File: config.mk
export PLATFORM = sky130hd
export DESIGN_NAME = wb_sha_bridge
export DESIGN_NICKNAME = d
export VERILOG_FILES = /design/src/rtl/wb_sha_bridge.sv
export SDC_FILE = /design/constraint.sdc
export NUM_CORES = 1
export LEC_CHECK = 0
export ABC_CLOCK_PERIOD_IN_PS = 6500
export CAP_MARGIN = 0
export CORE_MARGIN = 2
export CORE_UTILIZATION = 44
export DETAILED_ROUTE_END_ITERATION = 10
export GPL_ROUTABILITY_DRIVEN = 0
export HOLD_SLACK_MARGIN = 0.05
export PLACE_DENSITY = 0.95
export SKIP_LAST_GASP = 1
export SLEW_MARGIN = 20
export SYNTH_ARGS = -nofsm -noshare
export SYNTH_HDL_FRONTEND = slang
export SYNTH_SLANG_ARGS = --single-unit
File: constraint.sdc
create_clock -name wb_clk_i -period 6.5 [get_ports wb_clk_i]
set_input_delay 0.975 -clock wb_clk_i [delete_from_list [all_inputs] [get_ports wb_clk_i]]
set_output_delay 0.975 -clock wb_clk_i [all_outputs]
set_load 0.005 [all_outputs]
File: src/rtl/wb_sha_bridge.sv
// Wishbone slave bridging the user bus to NUM_CORES SHA-256 cores, with a local
// ID/CTRL/STATUS page, sticky error capture and a registered interrupt.
module wb_sha_bridge #(
  parameter int unsigned NUM_CORES = 2,
  parameter int unsigned ADDR_W    = 8,
  parameter int unsigned READ_LAT  = 1,
  parameter logic [7:0]  BASE_HI   = 8'h30
) (
  input  logic                    wb_clk_i,
  input  logic                    wb_rst_i,
  input  logic                    wbs_cyc_i,
  input  logic                    wbs_stb_i,
  input  logic                    wbs_we_i,
  input  logic [3:0]              wbs_sel_i,
  input  logic [31:0]             wbs_adr_i,
  input  logic [31:0]             wbs_dat_i,
  output logic                    wbs_ack_o,
  output logic [31:0]             wbs_dat_o,
  output logic [NUM_CORES-1:0]    core_cs,
  output logic                    core_we,
  output logic [ADDR_W-1:0]       core_address,
  output logic [31:0]             core_write_data,
  input  logic [32*NUM_CORES-1:0] core_read_data,
  input  logic [NUM_CORES-1:0]    core_error,
  output logic                    clk_sel,
  output logic                    irq_o
);

  localparam logic [7:0]  EnMask   = 8'((32'd1 << NUM_CORES) - 32'd1);
  localparam logic [1:0]  WaitInit = 2'(READ_LAT - 1);
  localparam logic [31:0] IdWord   = {8'hB1, 8'(NUM_CORES), 16'h0001};

  typedef enum logic [1:0] {StIdle, StAccess, StWait, StAck} state_e;

  state_e            state_q, state_d;
  logic              we_q, we_d;
  logic [3:0]        sel_q, sel_d;
  logic [3:0]        idx_q, idx_d;
  logic [ADDR_W-1:0] off_q, off_d;
  logic              base_ok_q, base_ok_d;
  logic [31:0]       wdata_q, wdata_d;
  logic [31:0]       rdata_q, rdata_d;
  logic [1:0]        cnt_q, cnt_d;
  logic [7:0]        irq_en_q, irq_en_d;
  logic              clk_sel_q, clk_sel_d;
  logic              dec_err_q, dec_err_d;
  logic              sel_err_q, sel_err_d;
  logic              irq_q;

  logic        core_hit, local_hit, sel_bad, issue;
  logic        set_dec, set_sel, clr_dec, clr_sel;
  logic [7:0]  err_live;
  logic [31:0] core_rdata, local_rdata;

  // Address bits outside the decoded fields are intentionally ignored.
  logic unused_adr;
  assign unused_adr = ^{wbs_adr_i[23:ADDR_W+6], wbs_adr_i[1:0]};

  assign err_live  = 8'(core_error);
  assign core_hit  = base_ok_q && (32'(idx_q) < NUM_CORES);
  assign local_hit = base_ok_q && (idx_q == 4'd8);
  assign sel_bad   = core_hit && we_q && (sel_q != 4'hF);
  assign issue     = (state_q == StAccess) && core_hit && !sel_bad;

  always_comb begin
    core_cs    = '0;
    core_rdata = '0;
    for (int i = 0; i < int'(NUM_CORES); i++) begin
      core_cs[i] = issue && (idx_q == 4'(i));
      if (idx_q == 4'(i)) core_rdata = core_read_data[32*i +: 32];
    end
  end

  assign core_we         = issue && we_q;
  assign core_address    = issue ? off_q : '0;
  assign core_write_data = issue ? wdata_q : '0;

  always_comb begin
    local_rdata = '0;
    if (off_q == ADDR_W'(0)) local_rdata = IdWord;
    else if (off_q == ADDR_W'(1)) local_rdata = {15'b0, clk_sel_q, 8'b0, irq_en_q};
    else if (off_q == ADDR_W'(2)) local_rdata = {sel_err_q, dec_err_q, 22'b0, err_live};
  end

  always_comb begin
    state_d   = state_q;
    we_d      = we_q;
    sel_d     = sel_q;
    idx_d     = idx_q;
    off_d     = off_q;
    base_ok_d = base_ok_q;
    wdata_d   = wdata_q;
    rdata_d   = rdata_q;
    cnt_d     = cnt_q;
    irq_en_d  = irq_en_q;
    clk_sel_d = clk_sel_q;
    set_dec   = 1'b0;
    set_sel   = 1'b0;
    clr_dec   = 1'b0;
    clr_sel   = 1'b0;
    unique case (state_q)
      StIdle: begin
        rdata_d = '0;
        if (wbs_cyc_i && wbs_stb_i) begin
          we_d      = wbs_we_i;
          sel_d     = wbs_sel_i;
          idx_d     = wbs_adr_i[ADDR_W+5:ADDR_W+2];
          off_d     = wbs_adr_i[ADDR_W+1:2];
          base_ok_d = (wbs_adr_i[31:24] == BASE_HI);
          wdata_d   = wbs_dat_i;
          state_d   = StAccess;
        end
      end
      StAccess: begin
        if (!wbs_cyc_i) begin
          state_d = StIdle;
        end else if (core_hit && !we_q) begin
          cnt_d   = WaitInit;
          state_d = StWait;
        end else begin
          state_d = StAck;
          rdata_d = (local_hit && !we_q) ? local_rdata : '0;
          set_dec = !core_hit && !local_hit;
          set_sel = sel_bad;
          if (local_hit && we_q) begin
            if (off_q == ADDR_W'(1)) begin
              if (sel_q[0]) irq_en_d = wdata_q[7:0] & EnMask;
              if (sel_q[2]) clk_sel_d = wdata_q[16];
            end else if (off_q == ADDR_W'(2)) begin
              clr_dec = wdata_q[30];
              clr_sel = wdata_q[31];
            end
          end
        end
      end
      StWait: begin
        if (!wbs_cyc_i) begin
          state_d = StIdle;
        end else if (cnt_q == 2'd0) begin
          rdata_d = core_rdata;
          state_d = StAck;
        end else begin
          cnt_d = cnt_q - 2'd1;
        end
      end
      StAck:   state_d = StIdle;
      default: state_d = StIdle;
    endcase
    // A coincident set dominates the write-one-to-clear.
    dec_err_d = set_dec | (dec_err_q & ~clr_dec);
    sel_err_d = set_sel | (sel_err_q & ~clr_sel);
  end

  always_ff @(posedge wb_clk_i) begin
    if (wb_rst_i) begin
      state_q   <= StIdle;
      we_q      <= 1'b0;
      sel_q     <= '0;
      idx_q     <= '0;
      off_q     <= '0;
      base_ok_q <= 1'b0;
      wdata_q   <= '0;
      rdata_q   <= '0;
      cnt_q     <= '0;
      irq_en_q  <= '0;
      clk_sel_q <= 1'b0;
      dec_err_q <= 1'b0;
      sel_err_q <= 1'b0;
      irq_q     <= 1'b0;
    end else begin
      state_q   <= state_d;
      we_q      <= we_d;
      sel_q     <= sel_d;
      idx_q     <= idx_d;
      off_q     <= off_d;
      base_ok_q <= base_ok_d;
      wdata_q   <= wdata_d;
      rdata_q   <= rdata_d;
      cnt_q     <= cnt_d;
      irq_en_q  <= irq_en_d;
      clk_sel_q <= clk_sel_d;
      dec_err_q <= dec_err_d;
      sel_err_q <= sel_err_d;
      irq_q     <= (|(err_live & irq_en_q)) | dec_err_q | sel_err_q;
    end
  end

  assign wbs_ack_o = (state_q == StAck);
  assign wbs_dat_o = wbs_ack_o ? rdata_q : '0;
  assign clk_sel   = clk_sel_q;
  assign irq_o     = irq_q;

endmodule

==> impl_metrics.env <==
export IMPL_status="completed"
export IMPL_synth_compound_area_share_pct=22.9
export IMPL_firstDrtPassIters=4
export IMPL_avgSynthCellArea_um2=8.16
export IMPL_groute_usage_overall_pct=24.5
export IMPL_clk_pin_slew_ps=90
export IMPL_fin_crit_ps=3760
export IMPL_clk_path_buf_depth=2
export IMPL_cp_required_ps=5520
export IMPL_p_per_area_nw_per_um2=176
export IMPL_overflow=0
export IMPL_drt_met1_wl_mm=5.25
export IMPL_setup_violations_final=0
export IMPL_clock_root_buffer="clkbuf_8"
export IMPL_fp_dieArea_um2=10700
export IMPL_grt_max_degree=64
export IMPL_antenna_left=0
export IMPL_critical_path_top_delay_family="simple AND/OR/NAND/NOR gates"
export IMPL_rows=36
export IMPL_path_cells="or4b_1 -> a211oi_4 -> buf_4 -> nor2b_1 -> clkdlybuf4s50_1"
export IMPL_cts_setup_buffers=0
export IMPL_cts_sinks=92
export IMPL_synth_top_cell_by_area="dfxtp_1"
export IMPL_start_util_pct=44.8
export IMPL_critPathBufInv=2
export IMPL_async_flop_share_pct=0
export IMPL_drv_slew=0
export IMPL_synth_edf_count=0
export IMPL_cts_made_buffers=9
export IMPL_cp_start_kind="register"
export IMPL_clock_skew_ps=12.7
export IMPL_top_layer="met4"
export IMPL_worstPathArrival_ps=2790
export IMPL_multi_input_area_um2=2350
export IMPL_drc=0
export IMPL_synth_seq_area_share_pct=42.4
export IMPL_p_leak_nw=2.31
export IMPL_detail_route_vias_per_cell=5.35
export IMPL_port_buffers=204
export IMPL_fill_cells=751
export IMPL_vdd_drop_max_mv=0.113
export IMPL_syn_area_um2=4340
export IMPL_nNetsFinal=856
export IMPL_wl_per_cell_um=15.9
export IMPL_criticalPathCategory="reg -> out"
export IMPL_netlist_cell_type_count=42
export IMPL_drv_cap=0
export IMPL_syn2layout_area_growth_pct=53.4
export IMPL_fin_util_pct=68.8
export IMPL_die_height_um=103
export IMPL_final_period_utilization_pct=57.9
export IMPL_dp_final_hpwl_mm=10.0
export IMPL_syn_instance_count=532
export IMPL_diodes=0
export IMPL_die_x_um=103
export IMPL_timing_fmax_ghz=0.266
export IMPL_drive_gt1_share_pct=4.61
export IMPL_coreArea_um2=9680
export IMPL_synth_top_family_by_area="simple AND/OR/NAND/NOR gates"
export IMPL_ctsHoldBuffers=0
export IMPL_holdCritPathClass="reg -> reg"
export IMPL_synth_flop_cell="dfxtp_1"
export IMPL_p_total_mw=1.17
export IMPL_worstMarginPinSlew_ps=1000
export IMPL_synth_simple_gate_area_share_pct=26.6
export IMPL_yosysWarnings=0
export IMPL_antenna_found_initial=0
export IMPL_synth_top_cell_area_share_pct=42.4
export IMPL_clock_latency_ps=360
export IMPL_crit_fanout=43
export IMPL_wl_met3_mm=1.40
export IMPL_finalHoldViolCount=0
export IMPL_dr_wl_met2_mm=6.56
export IMPL_grt_setup_unrepaired="no"
export IMPL_endpoint_kind="primary output"
export IMPL_synth_seq_cells=92
export IMPL_crit_slowest_cell="or4b_1"
export IMPL_cts_resized_gates=0
export IMPL_mappedNetlistNets=676
export IMPL_cpPeakStageDelay_ps=670
export IMPL_grt_pass1_wl_mm=20.6
export IMPL_drt_initial_drc_count=359
export IMPL_muxShareOfSynthArea_pct=2.07
export IMPL_grt_pass1_vias=4446
export IMPL_finalSetupTns_ps=0
export IMPL_htree_levels=3
export IMPL_wl_mm=13.5
export IMPL_synth_adder_area_share_pct=1.44
export IMPL_register_area_um2=1840
export IMPL_slew_headroom_pct=33.2
export IMPL_yosys_area_share_xor_xnor_pct=0
export IMPL_cts_tree="built"
export IMPL_synth_area_leaders="dfxtp_1 42%, and2_1 11%, nand2_1 9.1%"
export IMPL_io_pins=217
export IMPL_vias=4540
through the flow:
| stage | hold slack, ps | cells | worst slack (ps) | area [um2] |
|---|---|---|---|---|
| 6_report | 458 | 849 | 2740 | 6660 |
| 5_1_grt | 472 | 849 | 2590 | 6660 |
| 4_1_cts | 459 | 847 | 2730 | 6630 |
| 3_5_place_dp | 441 | 832 | 3140 | 6460 |
| 3_3_place_gp | 437 | 832 | 3190 | 6460 |
| 2_1_floorplan | 424 | 532 | 3750 | 4340 |
power by group:
group	internal (mW)	total, mW	switching [mW]
logic	0.119	0.229	0.110
clock network	0.147	0.337	0.191
registers	0.584	0.605	0.0203
total	0.850	1.17	0.321
registers in the layout (all words and copies together) (netlist names):
register and cells:
rdata_q 32, idx_q 4, cnt_q 2, we_q 1, sel_q 4, off_q 8, dec_err_q 1, wdata_q 32
base_ok_q 1, clk_sel 1, irq_o 1, irq_en_q 2, sel_err_q 1, state_q 2
synthesized netlist by cell type (2+ instances only):
| cell type | number |
|---|---|
| a211oi_1 | 3 |
| a21oi_1 | 59 |
| a22o_1 | 7 |
| a22oi_1 | 23 |
| a31oi_1 | 4 |
| and2_1 | 75 |
| buf_1 | 2 |
| buf_2 | 6 |
| clkbuf_1 | 34 |
| dfxtp_1 | 92 |
| ha_1 | 5 |
| inv_1 | 9 |
| mux2i_1 | 9 |
| nand2_1 | 105 |
| nand2b_1 | 2 |
| nand3_1 | 6 |
| nand4_1 | 6 |
| nand4b_1 | 3 |
| nor2_1 | 7 |
| nor2b_1 | 7 |
| nor4_1 | 5 |
| o21a_1 | 2 |
| o21ai_0 | 13 |
| o2bb2ai_1 | 26 |
| o32ai_1 | 4 |
| or4_1 | 2 |
cell type report:
cell class                      instances  area share, %
Clock buffer                           11           2.12
Clock inverter                          4          0.394
Inverter                                9          0.507
Multi-Input combinational cell        389           35.2
Sequential cell                        92           27.6
Tap cell                              133           2.50
Timing Repair Buffer                  211           31.6
routing by layer:
metal  track usage (%)  vias to the layer above
met5                 0                        -
met4              9.51                        0
met3              8.87                       28
met2              43.3                      218
met1              26.8                     2073
li1                  -                     2221
cell families after synthesis:
kind of cell,count (synthesis)
simple gates,226
compound gates,149
flops,92
buf+inv,51
mux,9
fa+ha+maj,5
worst min-delay path: stages (launching register included):
cell     delay, ps
dfxtp_1        310
nand2_1         50
a21oi_1         50
placed cells by master, fill, tap and decap left out, drive strengths merged, types with 6 or more instances in the layout:
master | Yosys | final
dfxtp | 92 | 92
buf | 8 | 8
a22oi | 23 | 23
nand4 | 6 | 6
nand2 | 105 | 105
clkbuf | 34 | 11
nor2b | 7 | 7
o2bb2ai | 26 | 26
a21oi | 59 | 59
inv | 9 | 9
o21ai | 13 | 13
mux2i | 9 | 9
nor2 | 7 | 7
nand3 | 6 | 6
clkdlybuf4s50 | 0 | 203
a22o | 7 | 7
and2 | 75 | 75
final timing paths:
| check | from | endpoint | slack [ps] | depth (start not counted) |
|---|---|---|---|---|
| setup / recovery | idx_q[1] | core_cs[0] | 2740 | 5 |
| hold / removal | wdata_q[24] | wdata_q[24] | 460 | 2 |
| setup reg to reg | idx_q[1] | rdata_q[5] | 3990 | 5 |
| hold reg to reg | wdata_q[24] | wdata_q[24] | 460 | 2 |
Note: power is estimated with default switching activity, not from simulation.
